===== src/rtl/hls_macc_initiator_pkg.sv =====
// hls_macc_pkg: shared types and constants for the HLS MACC initiator.
//   state_t   : one-hot FSM state encoding (IDLE, RUN, OUT)
//   DATA_W_DEF: default operand/result word width
//   I*_OFS    : word offsets of each operand inside the s_data bundle
//               {i6,i4,i3,i2,i1}, i1 in the LSBs
package hls_macc_pkg;

  localparam int DATA_W_DEF = 32;

  localparam int I1_OFS = 0;
  localparam int I2_OFS = 1;
  localparam int I3_OFS = 2;
  localparam int I4_OFS = 3;
  localparam int I6_OFS = 4;
  localparam int N_OPND = 5;

  typedef enum logic [2:0] {
    ST_IDLE = 3'b001,
    ST_RUN  = 3'b010,
    ST_OUT  = 3'b100
  } state_t;

endpackage


===== src/rtl/hls_macc_initiator_if.sv =====
// hls_macc_initiator_if: operand-in / result-out handshake bundle.
//   s_valid, s_ready, s_data       : operand bundle stream (5*DATA_W bits)
//   m_valid, m_ready, m_o1, m_o2, m_err : result stream
// Modports: slave  = the initiator (consumes operands, produces results)
//           master = the environment driving operands and taking results
interface hls_macc_initiator_if
  import hls_macc_pkg::*;
#(
  parameter int DATA_W = DATA_W_DEF
);
  logic                       s_valid;
  logic                       s_ready;
  logic [N_OPND*DATA_W-1:0]   s_data;
  logic                       m_valid;
  logic                       m_ready;
  logic [DATA_W-1:0]          m_o1;
  logic [DATA_W-1:0]          m_o2;
  logic                       m_err;

  modport slave (
    input  s_valid, s_data, m_ready,
    output s_ready, m_valid, m_o1, m_o2, m_err
  );

  modport master (
    output s_valid, s_data, m_ready,
    input  s_ready, m_valid, m_o1, m_o2, m_err
  );
endinterface


===== src/rtl/hls_macc_initiator_timeout.sv =====
// hls_macc_timeout: 16-bit RUN-cycle counter with terminal-count compare.
//   ap_clk, ap_rst_n : clock, async active-low reset
//   clr              : zero the counter (entry to RUN)
//   en               : count this cycle (FSM in RUN)
//   hit              : count has reached TIMEOUT_CYCLES-1
// Only instantiated when HLS_MACC_INITIATOR_TIMEOUT_EN is defined.
module hls_macc_timeout #(
  parameter int TIMEOUT_CYCLES = 64
) (
  input  logic ap_clk,
  input  logic ap_rst_n,
  input  logic clr,
  input  logic en,
  output logic hit
);
  localparam logic [15:0] TC = 16'(TIMEOUT_CYCLES - 1);

  logic [15:0] cnt_q;

  always_ff @(posedge ap_clk or negedge ap_rst_n) begin
    if (!ap_rst_n) begin
      cnt_q <= '0;
    end else if (clr) begin
      cnt_q <= '0;
    end else if (en) begin
      cnt_q <= cnt_q + 16'd1;
    end
  end

  assign hit = (cnt_q == TC);
endmodule


===== src/rtl/hls_macc_initiator.sv =====
// hls_macc_initiator: drives one HLS accelerator (ap_ctrl_hs) per operand
// bundle and returns the captured o1/o2 results.
//   ap_clk, ap_rst_n     : clock, async active-low reset
//   bus (slave)          : operand stream in, result stream out
//   core_start           : ap_start to the accelerator
//   core_done/idle/ready : ap_done / ap_idle / ap_ready from the accelerator
//   core_i1..i4, core_i6 : operands held stable for the whole RUN phase
//   core_o1/o2 (+_vld)   : accelerator results and their strobes
// Optional: define HLS_MACC_INITIATOR_TIMEOUT_EN to abort RUN after
// TIMEOUT_CYCLES cycles with m_err=1; otherwise RUN waits indefinitely and
// m_err is tied low.
//
// state | meaning
// IDLE  | s_ready high, waiting for an operand bundle
// RUN   | operands applied, ap_start held until ap_ready, capturing strobes
// OUT   | result presented on m_*, waiting for m_ready
module hls_macc_initiator
  import hls_macc_pkg::*;
#(
  parameter int TIMEOUT_CYCLES = 64,
  parameter int DATA_W         = DATA_W_DEF
) (
  input  logic                 ap_clk,
  input  logic                 ap_rst_n,
  hls_macc_initiator_if.slave  bus,
  output logic                 core_start,
  input  logic                 core_done,
  input  logic                 core_idle,
  input  logic                 core_ready,
  output logic [DATA_W-1:0]    core_i1,
  output logic [DATA_W-1:0]    core_i2,
  output logic [DATA_W-1:0]    core_i3,
  output logic [DATA_W-1:0]    core_i4,
  output logic [DATA_W-1:0]    core_i6,
  input  logic [DATA_W-1:0]    core_o1,
  input  logic [DATA_W-1:0]    core_o2,
  input  logic                 core_o1_vld,
  input  logic                 core_o2_vld
);
  state_t                    state_q;
  logic                      s_ready_q;
  logic                      start_q;
  logic                      m_valid_q;
  logic [DATA_W-1:0]         o1_q;
  logic [DATA_W-1:0]         o2_q;
  logic [N_OPND*DATA_W-1:0]  opnd_q;
  logic                      accept;

  // ap_ready/ap_done fully sequence the handshake; ap_idle carries no extra info.
  logic unused_core_idle;
  assign unused_core_idle = core_idle;

  assign accept = (state_q == ST_IDLE) && bus.s_valid && s_ready_q;

`ifdef HLS_MACC_INITIATOR_TIMEOUT_EN
  logic timeout_hit;
  logic m_err_q;

  hls_macc_timeout #(
    .TIMEOUT_CYCLES(TIMEOUT_CYCLES)
  ) u_timeout (
    .ap_clk   (ap_clk),
    .ap_rst_n (ap_rst_n),
    .clr      (accept),
    .en       (state_q == ST_RUN),
    .hit      (timeout_hit)
  );

  assign bus.m_err = m_err_q;
`else
  logic [31:0] unused_timeout_cycles;
  assign unused_timeout_cycles = 32'(TIMEOUT_CYCLES);
  assign bus.m_err = 1'b0;
`endif

  always_ff @(posedge ap_clk or negedge ap_rst_n) begin
    if (!ap_rst_n) begin
      state_q   <= ST_IDLE;
      s_ready_q <= 1'b0;
      start_q   <= 1'b0;
      m_valid_q <= 1'b0;
      o1_q      <= '0;
      o2_q      <= '0;
      opnd_q    <= '0;
`ifdef HLS_MACC_INITIATOR_TIMEOUT_EN
      m_err_q   <= 1'b0;
`endif
    end else begin
      unique case (state_q)
        ST_IDLE: begin
          if (accept) begin
            opnd_q    <= bus.s_data;
            o1_q      <= '0;
            o2_q      <= '0;
            start_q   <= 1'b1;
            s_ready_q <= 1'b0;
            state_q   <= ST_RUN;
          end else begin
            // s_ready rises on the first clock out of reset and after each result.
            s_ready_q <= 1'b1;
          end
        end
        ST_RUN: begin
          if (core_o1_vld) o1_q <= core_o1;
          if (core_o2_vld) o2_q <= core_o2;
          if (core_ready)  start_q <= 1'b0;
          // core_done has priority over the timeout in the terminal cycle.
          if (core_done) begin
            start_q   <= 1'b0;
            m_valid_q <= 1'b1;
            state_q   <= ST_OUT;
`ifdef HLS_MACC_INITIATOR_TIMEOUT_EN
            m_err_q   <= 1'b0;
          end else if (timeout_hit) begin
            start_q   <= 1'b0;
            m_valid_q <= 1'b1;
            m_err_q   <= 1'b1;
            state_q   <= ST_OUT;
`endif
          end
        end
        ST_OUT: begin
          if (bus.m_ready) begin
            m_valid_q <= 1'b0;
            s_ready_q <= 1'b1;
            state_q   <= ST_IDLE;
          end
        end
        default: begin
          state_q   <= ST_IDLE;
          start_q   <= 1'b0;
          m_valid_q <= 1'b0;
          s_ready_q <= 1'b0;
        end
      endcase
    end
  end

  assign bus.s_ready = s_ready_q;
  assign bus.m_valid = m_valid_q;
  assign bus.m_o1    = o1_q;
  assign bus.m_o2    = o2_q;
  assign core_start  = start_q;

  assign core_i1 = opnd_q[I1_OFS*DATA_W +: DATA_W];
  assign core_i2 = opnd_q[I2_OFS*DATA_W +: DATA_W];
  assign core_i3 = opnd_q[I3_OFS*DATA_W +: DATA_W];
  assign core_i4 = opnd_q[I4_OFS*DATA_W +: DATA_W];
  assign core_i6 = opnd_q[I6_OFS*DATA_W +: DATA_W];
endmodule


===== src/flat_wrapper.sv =====
// flat-port wrapper written by rule: the top's interface ports become plain ports
module hls_macc_initiator_flat import hls_macc_pkg::*;
#(
  parameter int TIMEOUT_CYCLES = 64,
  parameter int DATA_W         = DATA_W_DEF
)
  (ap_clk, ap_rst_n, core_start, core_done, core_idle, core_ready, core_i1, core_i2, core_i3, core_i4, core_i6, core_o1, core_o2, core_o1_vld, core_o2_vld, bus_s_valid, bus_s_data, bus_m_ready, bus_s_ready, bus_m_valid, bus_m_o1, bus_m_o2, bus_m_err);
  hls_macc_initiator_if #(.DATA_W(DATA_W)) bus_i ();
  input  logic ap_clk;
  input  logic ap_rst_n;
  output logic core_start;
  input  logic core_done;
  input  logic core_idle;
  input  logic core_ready;
  output logic [DATA_W-1:0] core_i1;
  output logic [DATA_W-1:0] core_i2;
  output logic [DATA_W-1:0] core_i3;
  output logic [DATA_W-1:0] core_i4;
  output logic [DATA_W-1:0] core_i6;
  input  logic [DATA_W-1:0] core_o1;
  input  logic [DATA_W-1:0] core_o2;
  input  logic core_o1_vld;
  input  logic core_o2_vld;
  input wire logic [$bits(bus_i.s_valid)-1:0] bus_s_valid;
  input wire logic [$bits(bus_i.s_data)-1:0] bus_s_data;
  input wire logic [$bits(bus_i.m_ready)-1:0] bus_m_ready;
  output wire logic [$bits(bus_i.s_ready)-1:0] bus_s_ready;
  output wire logic [$bits(bus_i.m_valid)-1:0] bus_m_valid;
  output wire logic [$bits(bus_i.m_o1)-1:0] bus_m_o1;
  output wire logic [$bits(bus_i.m_o2)-1:0] bus_m_o2;
  output wire logic [$bits(bus_i.m_err)-1:0] bus_m_err;
  assign bus_i.s_valid = bus_s_valid;
  assign bus_i.s_data = bus_s_data;
  assign bus_i.m_ready = bus_m_ready;
  assign bus_s_ready = bus_i.s_ready;
  assign bus_m_valid = bus_i.m_valid;
  assign bus_m_o1 = bus_i.m_o1;
  assign bus_m_o2 = bus_i.m_o2;
  assign bus_m_err = bus_i.m_err;
  hls_macc_initiator #(.TIMEOUT_CYCLES(TIMEOUT_CYCLES), .DATA_W(DATA_W)) u_core (.ap_clk(ap_clk), .ap_rst_n(ap_rst_n), .bus(bus_i), .core_start(core_start), .core_done(core_done), .core_idle(core_idle), .core_ready(core_ready), .core_i1(core_i1), .core_i2(core_i2), .core_i3(core_i3), .core_i4(core_i4), .core_i6(core_i6), .core_o1(core_o1), .core_o2(core_o2), .core_o1_vld(core_o1_vld), .core_o2_vld(core_o2_vld));
endmodule

===== config.mk =====
export PLATFORM = sky130hd
export DESIGN_NAME = hls_macc_initiator_flat
export DESIGN_NICKNAME = d
export VERILOG_FILES = /design/src/rtl/hls_macc_initiator_pkg.sv /design/src/rtl/hls_macc_initiator_if.sv /design/src/rtl/hls_macc_initiator_timeout.sv /design/src/rtl/hls_macc_initiator.sv /design/src/flat_wrapper.sv
export SDC_FILE = /design/constraint.sdc
export NUM_CORES = 1
export LEC_CHECK = 0
export CAP_MARGIN = 0
export CORE_AREA = 8 8 174 176
export CTS_BUF_LIST = sky130_fd_sc_hd__clkbuf_4 sky130_fd_sc_hd__clkbuf_8 sky130_fd_sc_hd__clkbuf_16
export DETAILED_ROUTE_END_ITERATION = 16
export DIE_AREA = 0 0 182 184
export PLACE_DENSITY = 0.7
export SLEW_MARGIN = 10
export SYNTH_ARGS = -nofsm -noshare
export SYNTH_HDL_FRONTEND = slang
export SYNTH_HIERARCHICAL = 1
export SYNTH_SLANG_ARGS = --single-unit

===== constraint.sdc =====
create_clock -name ap_clk -period 4.5 [get_ports ap_clk]
set_input_delay 1.125 -clock ap_clk [delete_from_list [all_inputs] [get_ports ap_clk]]
set_output_delay 1.125 -clock ap_clk [all_outputs]
set_load 0.02 [all_outputs]

==> flow_summary.toml, run 1 <==
[logic_synthesis]
synthArstFlopShare_pct = 100
syn_avg_cell_area_um2 = 14.3
ys_ff_latch = 230
syn_area_mm2 = 0.00939
synth_cell_types = 36
synth_edf_count = 0
yosys_warnings = 6
ys_seq_area_share_pct = 61.3
synth_flop_cell = "dfrtp_1"
syn_inst = 656
syn-num-nets = 889

[worst_setup_path]
r2r_start = "u_core/state_q[0]"
path_delay_family = "buffers and inverters"
critPathRequiredTime_ns = 3.38
regToRegSetupSlack_ns = 2.26
critPathCaptureType = "output port"
critPathKind = "flip-flop to output port"
arrival_ns = 1.63
worst-path-buf-inv = 1
rr_worst_depth = 4
crit_fanout = 6
cp_slowest_cell = "clkdlybuf4s50_1"
r2r-end = "u_core/opnd_q[111]"
cp_slowest_stage_delay_ns = 0.66
start_kind = "flip-flop"
cp_cell_sequence = "clkdlybuf4s50_1"

[clock_network]
htree_levels = 1
clkTransAtPathRegs_ns = 0.05
cts_tree = "yes"
cts_inserted_buffers = 27
post_cts_resized = 0
clkLatencyLatePin_ns = 0.53
cts.sink_count = 230
cts_hold_repair.buffers = 0
max-clock-path-buffers = 3
cts_root_buf = "clkbuf_16"
cts_setup_buffers = 0

[worst_hold_path]
min_to = "u_core/opnd_q[40]"
hold_class = "flip-flop to flip-flop"
hp-start = "u_core/opnd_q[40]"
holdPathStages = 1

[grt]
grt_pass1_vias = 7602
grt_max_degree = 110
antenna_found_initial = 3
grt-ovfl-total = 0
grt_use_total_pct = 18.1
grt_pass1_wl_um = 47300

[power_and_ir_drop]
ir_drop_mv = 0.420
total_leakage_power_nw = 6.35
power_density_mw_per_mm2 = 755

[detailed_routing]
drc_errors = 0
first_iter_violations = 286
routed_wl_um = 31400
via_per_inst = 4.59
firstDrtPassIters = 4
vias = 6757
antenna_left = 0
wl_per_cell_um = 21.3

[floorplanning]
initial_core_util_pct = 34.2
die_height_um = 184
die_w_um = 182
ios = 461
rows = 61
dieArea_mm2 = 0.0335
core_area_mm2 = 0.0275

[timing]
slew_violations = 0
hold_viol = 0
tns_ns = 0
relSlewSlack_pct = 28.2
tightest_slew_ns = 1.08
rsz0062_at_grt = "no"
skew_ns = 0.0119
finalSetupViolCount = 0
fin_crit_ns = 2.75
finalCritPeriodShare_pct = 61.2
clock.fmax_ghz = 0.363

[placement]
portBuffers = 458
dp_hpwl_um = 23200
gp_congestion = 0.783
dpl.cell_count = 1427

[outcome]
outcome = "finished, final reports clean"

[cells_and_area]
fill_cells = 2283
area_growth_pct = 60.1
finalNetCount = 1343
final_cells = 1473
final_layout_size_suffix_gt1_share_pct = 20.1
final_common_cell = "clkdlybuf4s50_1"
antennaDiodeCount = 0
layout_common_cells = "clkdlybuf4s50_1 (457), dfrtp_1 (229), nand2_1 (128), mux2_4 (100), mux2_2 (60)"

[flow_run]
max_cap_violations = 0
==> synth_stat cells, drive strengths merged (2+ instances only) <==
master     n  area share [%]
a21oi      3            0.16
buf       32             4.1
clkbuf    13            0.55
dfrtp    229              61
inv        2           0.080
mux2     160              23
nand2    128             5.1
nand4bb    2            0.24
nor2       3            0.12
nor3b      2            0.28
nor4bb     2            0.21
o21ai     64             3.4
==> registers in the layout (all words and copies together) (netlist names) <==
register and flops:
u_core/bus.s_ready 1, u_core/bus.m_valid 1, u_core/bus.m_o1 32, u_core/state_q 3, u_core/bus.m_o2 32, u_core/opnd_q 160
u_core/core_start 1
==> where the power goes <==
part	total [W]	switching [W]	leakage (nW)	internal [W]
Sequential	0.00360	0.000569	2.84	0.00303
Clock	0.00215	0.000847	0.445	0.00131
Combinational	0.00558	0.00257	3.06	0.00301
Total	0.0113	0.00399	6.35	0.00735
==> routing by layer <==
metal | part of all wire [%] | vias up | global-route usage (%)
met4 | 3.0 | 6 | 5.54
li1 | - | 3126 | -
met2 | 47 | 313 | 30.3
met3 | 10 | 45 | 7.67
met1 | 39 | 3267 | 20.8
met5 | 0.12 | - | 0
==> worst max-delay path by stage <==
stage / cells after the start / to / from
4_1_cts: 1 / core_i4[26] / u_core/opnd_q[122]
2_1_floorplan: 5 / u_core/opnd_q[100] / bus_s_valid
6_report: 1 / bus_s_ready / u_core/bus.s_ready
3_3_place_gp: 5 / u_core/bus.m_o1[20] / core_o1_vld
3_5_place_dp: 5 / u_core/bus.m_o1[19] / core_o1_vld
5_1_grt: 1 / bus_s_ready / u_core/bus.s_ready
==> worst reg2reg max path: stages, from the launching register on <==
cell,delay (ns)
dfstp_2,0.69
nor3b_4,0.28
and3_4,0.28
buf_4,0.51
mux2_4,0.37
==> logic make-up (layout without fill, tap and decap cells) <==
| kind of cell | count (synthesis) | in the layout | share of synthesized area [%] |
|---|---|---|---|
| compound gates | 74 | 74 | 4.16 |
| buf+inv | 47 | 518 | 4.72 |
| flops | 230 | 230 | 61.3 |
| mux | 161 | 161 | 23.3 |
| other cells | 1 | 1 | 0.0400 |
| simple gates | 143 | 143 | 6.45 |
==> through the flow <==
stage | util [%] | hold slack (ns) | power (W) | instance area (um2) | worst slack [ns]
after floorplan | - | 0.548 | 0.00668 | 9390 | 2.37
after global placement | 51.5 | 0.488 | 0.00919 | 14100 | 1.34
after detailed placement | 51.5 | 0.491 | 0.00925 | 14100 | 1.31
after CTS | 54.7 | 0.508 | 0.0115 | 15000 | 1.70
after global routing | 54.7 | 0.514 | 0.0119 | 15000 | 1.68
final | 54.7 | 0.502 | 0.0113 | 15000 | 1.75
==> layout make-up <==
type / count / area (um2) / area share [%]
multi-input cells: 379 / 3220 / 21.4
clock buffers: 37 / 769 / 5.12
inverters: 2 / 7.51 / 0.0500
repair buffers: 470 / 4730 / 31.5
well taps: 346 / 433 / 2.88
flip-flops and latches: 230 / 5760 / 38.3
clock inverters: 9 / 105 / 0.700
Power figures use the tool's default switching activity.
==> run 2: changes to the inputs <==
Settings changed: PLACE_DENSITY 0.7 to 0.73.
Clock period 4.5 ns to 2.3 ns, I/O delays scaled along.
==> run 2 against run 1 <==
Compared with the run above:
- utilization up 1.0 points
- critical path depth stayed put
- critical path type unchanged
- worst setup slack worse by 1.6 ns
- combinational power rose by 99%
- register-to-register slack got worse by 1.9 ns
- global-route usage about the same
==> flow_summary.toml, run 2 (same netlist as run 1, synthesis figures left out) <==
[outcome]
outcome = "finished, final reports clean"

[worst_setup_path]
critPathCaptureType = "output port"
r2r-end = "u_core/opnd_q[51]"
arrival_ns = 1.59
cp_slowest_stage_delay_ns = 0.66
start_kind = "flip-flop"
crit_path_start = "u_core/bus.s_ready"
cp_cell_sequence = "clkdlybuf4s50_1"
r2r_start = "u_core/state_q[1]"
regToRegSetupSlack_ns = 0.33
cp.depth = 1
critPathKind = "flip-flop to output port"
critPathRequiredTime_ns = 1.73
worst-path-buf-inv = 1
crit_fanout = 6
cp_slowest_cell = "clkdlybuf4s50_1"
path_delay_family = "buffers and inverters"
endpoint = "bus_s_ready"
rr_worst_depth = 5

[timing]
skew_ns = 0.00541
tns_ns = 0
finalCritPeriodShare_pct = 94.2
fin_crit_ns = 2.17
hold_viol = 0
rsz0062_at_grt = "no"
slew_violations = 0
finalSetupViolCount = 0
setup_slack_ns = 0.133
clock.fmax_ghz = 0.462

[cells_and_area]
layout_common_cells = "clkdlybuf4s50_1 (457), dfrtp_1 (229), nand2_1 (128), mux2_4 (100), mux2_2 (60)"
area_growth_pct = 63.0
regMostFlops = "u_core/opnd_q"
final_common_cell = "clkdlybuf4s50_1"
final_cells = 1494
antennaDiodeCount = 0
largest_reg_flops = 160
final_core_util_pct = 55.7
final_layout_size_suffix_gt1_share_pct = 21.5
finalNetCount = 1361

[power_and_ir_drop]
pwr-share-seq_pct = 31.0
ir_drop_mv = 0.859
swShare_pct = 34.7
pwr-share-comb_pct = 49.4
total_leakage_power_nw = 6.50
power_density_mw_per_mm2 = 1470
p_switching_w = 0.00782
power.total_w = 0.0225
p_int_w = 0.0147
power_frac_clock_pct = 19.6

[clock_network]
cts_setup_buffers = 0
cts_tree = "yes"
max-clock-path-buffers = 3
post_cts_resized = 0
clkTransAtPathRegs_ns = 0.06
cts.sink_count = 230
cts_root_buf = "clkbuf_16"
clkLatencyLatePin_ns = 0.52
htree_levels = 1
cts_inserted_buffers = 27

[detailed_routing]
antenna_left = 0
first_iter_violations = 327
firstDrtPassIters = 7
drc_errors = 0
routed_wl_um = 31400
wl_per_cell_um = 21.0
via_per_inst = 4.66
vias = 6963

[floorplanning]
die_w_um = 182
dieArea_mm2 = 0.0335
initial_core_util_pct = 34.2
die_height_um = 184
core_area_mm2 = 0.0275
rows = 61
ios = 461

[placement]
dpl.cell_count = 1444
place_ws_ns = 0.107
portBuffers = 458
dp_hpwl_um = 23600
gp_congestion = 0.790

[grt]
grt_max_degree = 72
antenna_found_initial = 0
grt_pass1_wl_um = 47300
grt_use_total_pct = 18.0
grt-ovfl-total = 0
grt_pass1_vias = 7580

[worst_hold_path]
hold_class = "flip-flop to flip-flop"

[flow_run]
max_cap_violations = 0
## run 2: cell count changes in the layout (fill, tap and decap cells not counted), sizes merged
cell	previous run	this run
bufinv	2	3
clkbuf	37	38
dlygate4sd3	0	1
inv	4	3
clkinv	5	7
buf	13	30
## run 2: per-stage QoR
| stage | area, um2 | hold slack (ns) |
|---|---|---|
| 6_report | 15300 | 0.503 |
| 5_1_grt | 15300 | 0.515 |
| 4_1_cts | 15300 | 0.508 |
| 3_5_place_dp | 14400 | 0.490 |
| 3_3_place_gp | 14400 | 0.489 |
| 2_1_floorplan | 9390 | 0.279 |
## run 2: routing by layer
metal | wire length (um) | share of wire [%] | GRT usage, % | vias up
li1 | - | - | - | 3165
met1 | 12600 | 40 | 22.0 | 3397
met2 | 15000 | 48 | 29.7 | 349
met3 | 2830 | 9.0 | 6.54 | 52
met4 | 910 | 2.9 | 5.31 | 0
met5 | 0 | 0 | 0 | -
## run 2: worst min path at each step
stage / startpoint / end / slack [ns] / depth (start not counted)
after floorplan: ap_rst_n / u_core/bus.m_o1[0] / 0.28 / 0
after global placement: u_core/opnd_q[138] / u_core/opnd_q[138] / 0.49 / 1
after detailed placement: u_core/opnd_q[39] / u_core/opnd_q[39] / 0.49 / 1
after CTS: u_core/opnd_q[84] / u_core/opnd_q[84] / 0.51 / 1
after global routing: u_core/opnd_q[39] / u_core/opnd_q[39] / 0.52 / 1
final: u_core/opnd_q[5] / u_core/opnd_q[5] / 0.50 / 1
## run 2: area by class of cell
class	instances	area [um2]
fillers	2202	12200
flip-flops and latches	230	5760
repair buffers	488	4950
multi-input cells	379	3220
clock buffers	38	796
well taps	346	433
clock inverters	11	134
inverters	2	7.51
## run 2: repair_timing
action / CTS / global route
hold buffers: 1 / 0
hold endpoints to repair: 45 / 0
endpoints found under the setup margin: 0 / 0
## run 2: power by group through the flow
stage               Sequential (W)  Clock (W)  Combinational, W
floorplan                  0.00921          0           0.00387
global placement           0.00696          0            0.0111
detailed placement         0.00704          0            0.0112
CTS                        0.00701    0.00455            0.0113
global route               0.00725    0.00471            0.0117
finish                     0.00699    0.00442            0.0111
